--- src/rtl/multicycle_adder_if.sv ---
// Handshake bundle for multicycle_adder: operand side (in_*) and result side (out*).
// MCADD_OVF_EN adds the signed-overflow flag to the result side.
interface multicycle_adder_if #(
  parameter int WIDTH = 16
);
  logic             in_valid;
  logic             in_ready;
  logic [WIDTH-1:0] in1;
  logic [WIDTH-1:0] in2;
  logic             Cin;
  logic             out_valid;
  logic             out_ready;
  logic [WIDTH-1:0] out;
  logic             Cout;
`ifdef MCADD_OVF_EN
  logic             ovf;

  modport master (
    output in_valid, in1, in2, Cin, out_ready,
    input  in_ready, out_valid, out, Cout, ovf
  );

  modport slave (
    input  in_valid, in1, in2, Cin, out_ready,
    output in_ready, out_valid, out, Cout, ovf
  );
`else
  modport master (
    output in_valid, in1, in2, Cin, out_ready,
    input  in_ready, out_valid, out, Cout
  );

  modport slave (
    input  in_valid, in1, in2, Cin, out_ready,
    output in_ready, out_valid, out, Cout
  );
`endif
endinterface

--- src/rtl/multicycle_adder.sv ---
// Sequential adder: sums WIDTH-bit operands one CHUNK-bit slice per cycle with a
// registered inter-slice carry. Optional signed overflow output under MCADD_OVF_EN.
module multicycle_adder #(
  parameter int WIDTH = 16,
  parameter int CHUNK = 4
) (
  input  logic              clk,
  input  logic              rst_n,
  multicycle_adder_if.slave bus
);
  localparam int N     = WIDTH / CHUNK;
  localparam int IDX_W = (N > 1) ? $clog2(N) : 1;

  if ((CHUNK < 1) || (CHUNK > WIDTH) || ((WIDTH % CHUNK) != 0)) begin : g_bad_params
    $error("multicycle_adder: WIDTH must be a non-zero multiple of CHUNK");
  end

  typedef enum logic [1:0] {
    IDLE = 2'd0,
    RUN  = 2'd1,
    DONE = 2'd2
  } state_t;

  state_t           state_r;
  state_t           state_next_s;
  logic [IDX_W-1:0] idx_r;
  logic             carry_r;
  logic [WIDTH-1:0] a_r;
  logic [WIDTH-1:0] b_r;
  logic [WIDTH-1:0] sum_r;
  logic             cout_r;
  logic             in_ready_r;
  logic             out_valid_r;
  logic             accept_s;
  logic             last_s;
  logic [CHUNK-1:0] a_slice_s;
  logic [CHUNK-1:0] b_slice_s;
  logic [CHUNK:0]   slice_sum_s;
`ifdef MCADD_OVF_EN
  logic             ovf_r;
`endif

  // Current slice sum: the only carry chain in the design is CHUNK+1 bits long.
  always_comb begin
    a_slice_s   = a_r[int'(idx_r)*CHUNK +: CHUNK];
    b_slice_s   = b_r[int'(idx_r)*CHUNK +: CHUNK];
    slice_sum_s = {1'b0, a_slice_s} + {1'b0, b_slice_s} + {{CHUNK{1'b0}}, carry_r};
    last_s      = (idx_r == IDX_W'(N - 1));
  end

  // Next-state decode and operand acceptance.
  always_comb begin
    state_next_s = state_r;
    accept_s     = 1'b0;
    case (state_r)
      IDLE: begin
        if (bus.in_valid) begin
          accept_s     = 1'b1;
          state_next_s = RUN;
        end else begin
          state_next_s = IDLE;
        end
      end
      RUN: begin
        if (last_s) begin
          state_next_s = DONE;
        end else begin
          state_next_s = RUN;
        end
      end
      DONE: begin
        if (bus.out_ready) begin
          state_next_s = IDLE;
        end else begin
          state_next_s = DONE;
        end
      end
      default: state_next_s = IDLE;
    endcase
  end

  // State register with handshake flags registered from the next state.
  always_ff @(posedge clk) begin
    if (!rst_n) begin
      state_r     <= IDLE;
      in_ready_r  <= 1'b1;
      out_valid_r <= 1'b0;
    end else begin
      state_r     <= state_next_s;
      in_ready_r  <= (state_next_s == IDLE);
      out_valid_r <= (state_next_s == DONE);
    end
  end

  // Operand capture and slice-by-slice accumulation; results hold outside RUN.
  always_ff @(posedge clk) begin
    if (!rst_n) begin
      idx_r   <= '0;
      carry_r <= 1'b0;
      a_r     <= '0;
      b_r     <= '0;
      sum_r   <= '0;
      cout_r  <= 1'b0;
`ifdef MCADD_OVF_EN
      ovf_r   <= 1'b0;
`endif
    end else begin
      case (state_r)
        IDLE: begin
          if (accept_s) begin
            a_r     <= bus.in1;
            b_r     <= bus.in2;
            carry_r <= bus.Cin;
            idx_r   <= '0;
          end
        end
        RUN: begin
          sum_r[int'(idx_r)*CHUNK +: CHUNK] <= slice_sum_s[CHUNK-1:0];
          carry_r <= slice_sum_s[CHUNK];
          if (last_s) begin
            idx_r  <= '0;
            cout_r <= slice_sum_s[CHUNK];
`ifdef MCADD_OVF_EN
            // The last slice carries bit WIDTH-1, so its top sum bit is the final sign.
            ovf_r  <= (a_r[WIDTH-1] == b_r[WIDTH-1]) &&
                      (slice_sum_s[CHUNK-1] != a_r[WIDTH-1]);
`endif
          end else begin
            idx_r <= idx_r + IDX_W'(1);
          end
        end
        DONE: begin
          idx_r <= '0;
        end
        default: begin
          idx_r <= '0;
        end
      endcase
    end
  end

  assign bus.in_ready  = in_ready_r;
  assign bus.out_valid = out_valid_r;
  assign bus.out       = sum_r;
  assign bus.Cout      = cout_r;
`ifdef MCADD_OVF_EN
  assign bus.ovf       = ovf_r;
`endif

endmodule

--- src/flat_wrapper.sv ---
// flat-port wrapper written by rule: the top's interface ports become plain ports
module multicycle_adder_flat 
#(
  parameter int WIDTH = 16,
  parameter int CHUNK = 4
)
  (clk, rst_n, bus_in_valid, bus_in1, bus_in2, bus_Cin, bus_out_ready, bus_in_ready, bus_out_valid, bus_out, bus_Cout);
  multicycle_adder_if #(.WIDTH(WIDTH)) bus_i ();
  input  logic clk;
  input  logic rst_n;
  input wire logic [$bits(bus_i.in_valid)-1:0] bus_in_valid;
  input wire logic [$bits(bus_i.in1)-1:0] bus_in1;
  input wire logic [$bits(bus_i.in2)-1:0] bus_in2;
  input wire logic [$bits(bus_i.Cin)-1:0] bus_Cin;
  input wire logic [$bits(bus_i.out_ready)-1:0] bus_out_ready;
  output wire logic [$bits(bus_i.in_ready)-1:0] bus_in_ready;
  output wire logic [$bits(bus_i.out_valid)-1:0] bus_out_valid;
  output wire logic [$bits(bus_i.out)-1:0] bus_out;
  output wire logic [$bits(bus_i.Cout)-1:0] bus_Cout;
  assign bus_i.in_valid = bus_in_valid;
  assign bus_i.in1 = bus_in1;
  assign bus_i.in2 = bus_in2;
  assign bus_i.Cin = bus_Cin;
  assign bus_i.out_ready = bus_out_ready;
  assign bus_in_ready = bus_i.in_ready;
  assign bus_out_valid = bus_i.out_valid;
  assign bus_out = bus_i.out;
  assign bus_Cout = bus_i.Cout;
  multicycle_adder #(.WIDTH(WIDTH), .CHUNK(CHUNK)) u_core (.clk(clk), .rst_n(rst_n), .bus(bus_i));
endmodule
--- config.mk ---
export PLATFORM = sky130hd
export DESIGN_NAME = multicycle_adder_flat
export DESIGN_NICKNAME = d
export VERILOG_FILES = /design/src/rtl/multicycle_adder_if.sv /design/src/rtl/multicycle_adder.sv /design/src/flat_wrapper.sv
export SDC_FILE = /design/constraint.sdc
export NUM_CORES = 1
export LEC_CHECK = 0
export CORE_ASPECT_RATIO = 0.8
export CORE_MARGIN = 5
export CORE_UTILIZATION = 39
export DETAILED_ROUTE_END_ITERATION = 8
export GPL_TIMING_DRIVEN = 0
export PLACE_DENSITY = 0.6
export SYNTH_ARGS = -nofsm -noshare
export SYNTH_HDL_FRONTEND = slang
export SYNTH_SLANG_ARGS = --single-unit
--- constraint.sdc ---
create_clock -name clk -period 3.4 [get_ports clk]
set_clock_uncertainty 0.05 [all_clocks]
set_input_delay 0.68 -clock clk [delete_from_list [all_inputs] [get_ports clk]]
set_output_delay 0.68 -clock clk [all_outputs]
set_load 0.005 [all_outputs]
======== After elaboration in Yosys (flattened, before gate mapping) ========
Cells that the tools add are included.
word-level totals
  register bits ........................... 56
  bits of input ports ..................... 37
  logic and storage cells ................. 40
operators by class
  $add $sub $neg .......................... 4
  equal/unequal tests ..................... 5
  shift-type cells ........................ 4
  mux-type cells .......................... 12
  reductions and logical operators ........ 6
operator list
  cell                     count
  $neg 4->33               1
  $shift 4x33->16 const A  1
  $shiftx 4x33->16         1
  $shiftx 16x5->4          2
  $bwmux 16                1
  $mux 2                   4
  $eq 2x2->1 const B       3
  $pmux 2 s3               1
  $reduce_and 2->1         3
  $add 4x4->5              1
  $add 5x1->5              1
  $logic_not 2->1          2
  $mux 1                   4
  $pmux 2 s2               1
  $add 2x1->2 const B      1
  $eq 2x1->1 const B       1
  $ne 2x1->1 const B       1
  $pmux 1 s2               1
  $reduce_bool 2->1        1

======== Longest topological paths before layout ========
Gate-level depths: netlist (run 1).
  word-level depth ........................ 5
  gate-level depth with buffers ........... 7
  gate-level depth less buffers ........... 6

======== Worst setup path before layout (run 1) ========
Ideal clock, no wire load.
  path kind ............................... reg2reg
  start point ............................. register u_core.idx_r[0]
  end point ............................... register u_core.cout_r (netlist: u_core.bus.Cout)
  arrival ................................. 2.559 ns
  slack ................................... 0.660 ns
  cell stages (with the launch flop) ...... 8
  period minus slack after synthesis ...... 2.740 ns
  cells stage by stage .................... dfxtp_1 buf_4 mux4_2 fa_1 fa_1 a21o_1 a21oi_1 a311oi_1
between the ends
  longest elaborated chain between the ends .. 3
  elaborated cells on any way between the ends .. 6
ends and longest elaborated chain
  what                                RTL line                                        source
  from (decl)                         multicycle_adder.sv:26                          logic [IDX_W-1:0] idx_r;
  from (signal assigned)              multicycle_adder.sv:129                         idx_r <= idx_r + IDX_W'(1);
  $shiftx 16x5->4 (on tied branches)  multicycle_adder.sv:45, multicycle_adder.sv:46
  $add 4x4->5                         multicycle_adder.sv:47                          slice_sum_s = {1'b0, a_slice_s} + {1'b0, b_slice_s} + {{CHUNK{1'b0}}, carry_r};
  $add 5x1->5                         multicycle_adder.sv:47
  to (signal assigned)                multicycle_adder.sv:122                         cout_r <= slice_sum_s[CHUNK];
  to (decl)                           multicycle_adder.sv:31                          logic cout_r;
Several ways; a longest one is shown, not always the timed one.
A chain may end at the register's enable or synchronous reset.

======== Worst setup path after layout (run 1) ========
  start point ............................. register u_core.idx_r[0]
  end point ............................... register u_core.sum_r[14] (netlist: u_core.bus.out[14])
between the ends
  longest elaborated chain between the ends .. 5
  elaborated cells on any way between the ends .. 8
ends and longest elaborated chain
  what                                RTL line                                        source
  $shiftx 16x5->4 (on tied branches)  multicycle_adder.sv:45, multicycle_adder.sv:46
  $add 4x4->5                         multicycle_adder.sv:47
  $add 5x1->5                         multicycle_adder.sv:47
  $shiftx 4x33->16                    multicycle_adder.sv:118                         sum_r[int'(idx_r)*CHUNK +: CHUNK] <= slice_sum_s[CHUNK-1:0];
  $bwmux 16 (*)                       multicycle_adder.sv:118
  to (signal, indexed assignment)     multicycle_adder.sv:118
  to (decl)                           multicycle_adder.sv:30                          logic [WIDTH-1:0] sum_r;
Mark *: on every way between the ends. The rest lies on a longest branch, timed or not.

==> results.tsv, run 1 <==
metric	value	unit
outcome	finished, final reports clean	
Synthesis Warnings	0	
final instance area	0.00325	mm2
CP Max Fanout	10	
Worst path slowest cell	dfxtp_1	
worst skew pair latency	0.31	ns
critical path endpoint category	flop	
EDFF count, synth	0	
CTS tree	yes	
TritonRoute pass-1 iters	4	
Worst-Margin Slew	0.525	ns
vias in the first global route	1992	
full die area	0.00812	mm2
Top Ports	56	
WP data required	3.60	ns
via count	2044	
Post-Synthesis Cell Area	0.00250	mm2
Fmax achieved	333	MHz
total setup buffers inserted after CTS	0	
DRT iter0 DRCs	68	
post-cts resize count	0	
gr busiest metal	met2	
Final Hold Fails	0	
Die Ht	81.6	um
Fill cells	608	
PD cells	405	mW/mm2
antenna cell count	0	
Initial Util	39.6	%
largest net degree at the start of global routing	17	
Gate Count Post-Synth	267	
GPL Wtd Cong	0.750	
Fin Setup TNS	0	ns
Max clock buf depth	2	
gr usage total	15.4	%
sequential area share after synthesis	44.9	%
CP dominant cell by count	fa_1	
Lkg Pwr	0.00123	uW
# port buffers	55	
Most used DFF post-synth	dfxtp_1	
Final Non-Filler Cells	414	
Sink Count	56	
Placed Cells	406	
Chip Width	99.5	um
Synth Net Count	315	
DRC errors left	0	
Peak VDD IR	150	uV
cts hold-fix bufs	0	
Hold Path Origin	u_core.a_r[4]$_SDFFE_PN0P_	
largest stage delay on the critical path	0.55	ns
M1 GR Usage	20.9	%
MaxCap Viol Count	0	
ANT nets after route	0	
initial antenna violation count	0	
layout cells sized above 1	11.2	%
Setup Viol. Count Final	0	
pins over their slew limit	0	
critical path, cell by cell	buf_4, mux4_2, fa_1, fa_1, xor2_1, a22oi_1, nor2_1	
Worst Path Arrival	3.21	ns
Site Rows	26	
crit path launch type	flop	
WP depth	7	
H-tree depth reported by CTS	2	
Worst Path Buf+Inv	1	
Inserted Clock Buffers	5	
clock slew at reported path FFs	0.10	ns
grt met2 use	23.7	%
FF+latch count, synth	56	
Post-DP HPWL	4450	um
drt total wl	5880	um
first-pass GRT wire length	9830	um
Unique masters post-synth	35	
Worst path top cell family by delay	adder cells	
Layout area overhead	30.0	%
syn avg cell area	9.36	um2
fin nets	377	
Final min period	3.01	ns
flop-to-flop setup slack	0.39	ns
relative slew slack	65.0	%
M3 GR Usage	4.07	%
Async SR Flop Fraction	0	%
Vias/cell	4.94	
GRT overflow	0	
core area	0.00631	mm2
type of the most critical hold path	flop to flop	
reg2reg path depth	7	
WL/cell	14.2	um
Worst Hold Endpoint	u_core.a_r[4]$_SDFFE_PN0P_	
hold path cells	2	
kind of critical path	flop to flop	
RSZ-0062 raised after global routing	no	
dpl cell area	0.00315	mm2
R2R Path End	u_core.bus.out[14]$_SDFFE_PN0P_	
r2r startpoint	u_core.idx_r[0]$_SDFFE_PN0P_	
root buf cell	clkbuf_8	
Tcrit/Tclk final	88.4	%
cells in the final DEF (no fill, tap or decap):
cell             synthesis  routed
clkbuf_8                 0       6
o21ai_0                  1       1
nor2b_1                  1       1
buf_4                    1       1
a32oi_1                  4       4
clkbuf_1                 5       6
nor4_2                   1       1
a211oi_2                 1       1
ha_1                     9       9
inv_1                    1       1
and3_1                   1       1
fa_1                     2       2
nand2b_4                 1       1
a211o_1                  1       1
a21o_1                   2       2
xor2_1                   1       1
or2_2                    1       1
dfxtp_1                 56      56
nor3b_1                  2       2
a311oi_1                 1       1
clkdlybuf4s50_1          0      55
inv_2                    2       2
a22oi_1                 12      12
nand2b_1                 2       2
nor2_1                  25      25
nor4b_4                  1       1
nand3b_4                 1       1
nor3_1                   1       1
or3b_1                   1       1
mux4_2                   8       8
nor3b_4                  1       1
nor4_4                   2       2
buf_6                    5       5
nand2_1                 71      71
buf_2                    5       5
clkinvlp_4               0       1
a21oi_1                 37      37
nand3_1                  1       1
through the flow:
| step | total power, uW | setup slack, ns | util, % | hold slack [ns] |
|---|---|---|---|---|
| floorplan | 857 | 0.660 | - | 0.383 |
| global placement | 948 | 0.404 | 50.0 | 0.392 |
| detailed placement | 951 | 0.373 | 50.0 | 0.395 |
| CTS | 1330 | 0.353 | 51.5 | 0.409 |
| global route | 1380 | 0.202 | 51.5 | 0.426 |
| finish | 1320 | 0.393 | 51.5 | 0.407 |
routing by layer:
metal,vias up,share of wire [%]
li1,1042,-
met1,946,50
met2,50,44
met3,6,5.6
met4,0,1.2
met5,-,0
tightest hold or removal path: cells and delay by family, from the launching register on:
kind | cells | cell delay [ns]
AND/OR/NAND/NOR | 1 | 0.05
flip-flops | 1 | 0.32
AO/OA/AOI/OAI | 1 | 0.05
synthesized netlist by cell type, drive strengths merged, types with 2 or more instances:
cell type	instances	area share, %
nand2	71	11
dfxtp	56	45
a21oi	37	7.4
nor2	25	3.8
a22oi	12	3.6
buf	11	3.6
ha	9	4.5
mux4	8	7.2
clkbuf	5	0.75
a32oi	4	1.4
inv	3	0.45
nand2b	3	1.1
nor3b	3	1.4
nor4	3	2.2
a21o	2	0.60
fa	2	1.6
cell type report:
cell class	instances	area [um2]	share of cell area, %
Timing Repair Buffer	55	551	16.9
Inverter	3	11.3	0.347
Tap cell	84	105	3.24
Sequential cell	56	1120	34.5
Clock buffer	7	86.3	2.66
Buffer	16	108	3.31
Clock inverter	1	7.51	0.231
Multi-Input combinational cell	192	1260	38.8
report_power, final:
group	switching (uW)	internal (uW)
logic	118	115
registers	16.7	685
clock network	215	166
registers in the layout, indices dropped and copies added, names as in the netlist:
| name | flops |
|---|---|
| u_core.b_r | 16 |
| u_core.bus.in_ready | 1 |
| u_core.idx_r | 2 |
| u_core.a_r | 16 |
| u_core.bus.out_valid | 1 |
| u_core.bus.out | 16 |
| u_core.bus.Cout | 1 |
| u_core.carry_r | 1 |
| u_core.state_r | 2 |
worst max-delay path by stage:
stage	startpoint	to	slack (ns)
finish	u_core.idx_r[0]$_SDFFE_PN0P_	u_core.bus.out[14]$_SDFFE_PN0P_	0.39
floorplan	u_core.idx_r[0]$_SDFFE_PN0P_	u_core.bus.Cout$_SDFFE_PN0P_	0.66
global placement	u_core.idx_r[0]$_SDFFE_PN0P_	u_core.bus.out[6]$_SDFFE_PN0P_	0.40
detailed placement	u_core.idx_r[0]$_SDFFE_PN0P_	u_core.bus.out[6]$_SDFFE_PN0P_	0.37
global route	u_core.idx_r[0]$_SDFFE_PN0P_	u_core.bus.out[6]$_SDFFE_PN0P_	0.20
CTS	u_core.idx_r[0]$_SDFFE_PN0P_	u_core.bus.out[6]$_SDFFE_PN0P_	0.35
kinds of logic (layout without fill, tap and decap cells):
logic type               count (synthesis)  count (layout)  synth area share [%]
adder cells (fa/ha/maj)                 11              11                  6.11
AND/OR/NAND/NOR                        113             113                  22.3
XOR/XNOR                                 1               1                 0.351
flip-flops                              56              56                  44.9
AO/OA/AOI/OAI                           59              59                  14.4
buffers and inverters                   19              82                  4.76
multiplexers                             8               8                  7.21
Note: power is estimated with default switching activity, not from simulation.
==> inputs of run 2 (changes only) <==
--- a/config.mk
+++ b/config.mk
@@ -10,7 +10,7 @@
 export CORE_UTILIZATION = 39
 export DETAILED_ROUTE_END_ITERATION = 8
 export GPL_TIMING_DRIVEN = 0
-export PLACE_DENSITY = 0.6
+export PLACE_DENSITY = 0.64
 export SYNTH_ARGS = -nofsm -noshare
 export SYNTH_HDL_FRONTEND = slang
 export SYNTH_SLANG_ARGS = --single-unit
==> run 2 against run 1 <==
Register-to-register slack got worse by 0.04 ns. Maximum frequency fell by 1.5%. Sequential power about the same. Final area rose by 1.0%. Clock-buffer cell count unchanged. Non-clock buffer count unchanged. Cell count did not move. Critical path type unchanged. Largest cell class unchanged. Largest power group unchanged. Highest routed layer unchanged.
==> results.tsv, run 2 (synthesized netlist as in run 1, its figures left out) <==
metric	value	unit	change
combinational fraction of design power	16.5	%	-1.2 points
ANT nets after route	0		unchanged
DRT iter0 DRCs	84		+24%
worst skew pair latency	0.31	ns	about the same
fin nets	377		unchanged
Final min period	3.05	ns	+0.0444 ns
Max clock buf depth	2		unchanged
Top Ports	56		unchanged
Fill cells	599		-1.5%
crit path launch type	flop		
post-cts resize count	0		unchanged
GRT overflow	0		unchanged
Sink Count	56		unchanged
WP data required	3.54	ns	-0.06 ns
root buf cell	clkbuf_8		
MaxCap Viol Count	0		unchanged
Setup Viol. Count Final	0		unchanged
Fin Setup TNS	0	ns	unchanged
Hold Path Origin	u_core.b_r[3]$_SDFFE_PN0P_		
WL/cell	13.8	um	-2.9%
Worst Hold Endpoint	u_core.b_r[3]$_SDFFE_PN0P_		
Chip Width	99.5	um	unchanged
Vias/cell	4.88		-1.1%
DRC errors left	0		unchanged
Flop pwr share	50.0	%	-3.4 points
Layout area overhead	31.3	%	
Clock Power Share	33.5	%	+4.6 points
full die area	0.00812	mm2	unchanged
TritonRoute pass-1 iters	4		unchanged
r2r startpoint	u_core.idx_r[0]$_SDFFE_PN0P_		
Inserted Clock Buffers	5		unchanged
vias in the first global route	2025		+1.7%
Peak VDD IR	213	uV	+41%
relative slew slack	65.2	%	+0.20 points
Power Internal	1060	uW	+9.7%
clock slew at reported path FFs	0.10	ns	about the same
Initial Util	39.6	%	unchanged
R2R Path End	u_core.bus.Cout$_SDFFE_PN0P_		
CP Max Fanout	10		unchanged
kind of critical path	flop to flop		
critical path endpoint category	flop		
CTS tree	yes		
first-pass GRT wire length	9700	um	-1.3%
H-tree depth reported by CTS	2		unchanged
type of the most critical hold path	flop to flop		
drt total wl	5710	um	-2.9%
NetSw	345	uW	-1.3%
# port buffers	55		unchanged
Sw Share	24.5	%	-2.0 points
Worst Path Arrival	3.19	ns	-0.02 ns
Site Rows	26		unchanged
RSZ-0062 raised after global routing	no		
GPL Wtd Cong	0.748		-0.24%
antenna cell count	0		unchanged
leading cell type in the layout, fill and taps excluded	nand2_1		
PD cells	428	mW/mm2	+5.8%
hold path cells	2		unchanged
largest net degree at the start of global routing	17		unchanged
Die Ht	81.6	um	unchanged
gr usage total	15.2	%	-0.21 points
via count	2022		-1.1%
cts hold-fix bufs	0		unchanged
core area	0.00631	mm2	unchanged
flop-to-flop setup slack	0.35	ns	-0.04 ns
pins over their slew limit	0		unchanged
Worst-Margin Slew	0.522	ns	-0.00297 ns
Final Hold Fails	0		unchanged
layout cells sized above 1	11.5	%	+0.30 points
outcome	finished, final reports clean		
Lkg Pwr	0.00125	uW	+1.6%
reg2reg path depth	7		unchanged
Tcrit/Tclk final	89.7	%	+1.3 points
Post-DP HPWL	4280	um	-3.8%
commonest non-fill, non-tap cells in the layout	71 x nand2_1, 56 x dfxtp_1, 55 x clkdlybuf4s50_1		
Fmax achieved	328	MHz	-1.5%
total setup buffers inserted after CTS	0		unchanged
final instance area	0.00328	mm2	+1.0%
dpl cell area	0.00315	mm2	unchanged
initial antenna violation count	0		unchanged
run 2: cell types whose count changed in the layout (fill, tap and decap cells not counted):
cell | previous run | this run
bufinv_16 | 0 | 1
clkbuf_1 | 6 | 5
clkinvlp_4 | 1 | 0
clkbuf_8 | 6 | 7
run 2: final cells by class:
class	count	area [um2]	share of cell area (%)
timing repair buffer	55	551	16.8
buffer	16	108	3.28
inverter	3	11.3	0.343
sequential	56	1120	34.2
multi-input combinational	192	1260	38.4
clock buffer	7	96.3	2.94
clock inverter	1	30.0	0.915
tap	84	105	3.20
run 2: routing by layer:
layer  track usage [%]  wire [um]  vias to the layer above
met5                 0          0                        -
met4              4.09         62                        0
met3              3.82        265                        8
met2              23.8       2460                       43
met1              21.0       2920                      926
li1                  -          -                     1045
run 2: through the flow:
stage	total power [uW]	worst slack [ns]	utilization (%)	hold slack, ns	std cells
2_1_floorplan	857	0.660	-	0.383	267
5_1_grt	1470	0.206	52.0	0.426	414
4_1_cts	1420	0.350	52.0	0.411	414
3_3_place_gp	948	0.343	50.0	0.389	406
6_report	1400	0.349	52.0	0.408	414
3_5_place_dp	951	0.367	50.0	0.397	406
run 2: worst max path at each step:
stage	startpoint	endpoint	slack (ns)	depth (start not counted)
2_1_floorplan	u_core.idx_r[0]$_SDFFE_PN0P_	u_core.bus.Cout$_SDFFE_PN0P_	0.66	7
3_3_place_gp	u_core.idx_r[0]$_SDFFE_PN0P_	u_core.bus.Cout$_SDFFE_PN0P_	0.34	7
3_5_place_dp	u_core.idx_r[0]$_SDFFE_PN0P_	u_core.bus.Cout$_SDFFE_PN0P_	0.37	7
4_1_cts	u_core.idx_r[0]$_SDFFE_PN0P_	u_core.bus.Cout$_SDFFE_PN0P_	0.35	7
5_1_grt	u_core.idx_r[0]$_SDFFE_PN0P_	u_core.bus.out[6]$_SDFFE_PN0P_	0.21	7
6_report	u_core.idx_r[0]$_SDFFE_PN0P_	u_core.bus.Cout$_SDFFE_PN0P_	0.35	7
run 2: power by group through the flow:
stage | combinational (uW) | clock [uW] | sequential [uW]
floorplan | 144 | 0 | 713
global placement | 232 | 0 | 717
detailed placement | 234 | 0 | 718
CTS | 235 | 478 | 703
global route | 255 | 505 | 707
finish | 232 | 471 | 702
run 2: critical path: stages, from the launching register on:
cell	delay [ns]
dfxtp_1	0.54
buf_4	0.30
mux4_2	0.57
fa_1	0.45
fa_1	0.42
a21o_1	0.19
a21oi_1	0.27
a311oi_1	0.13
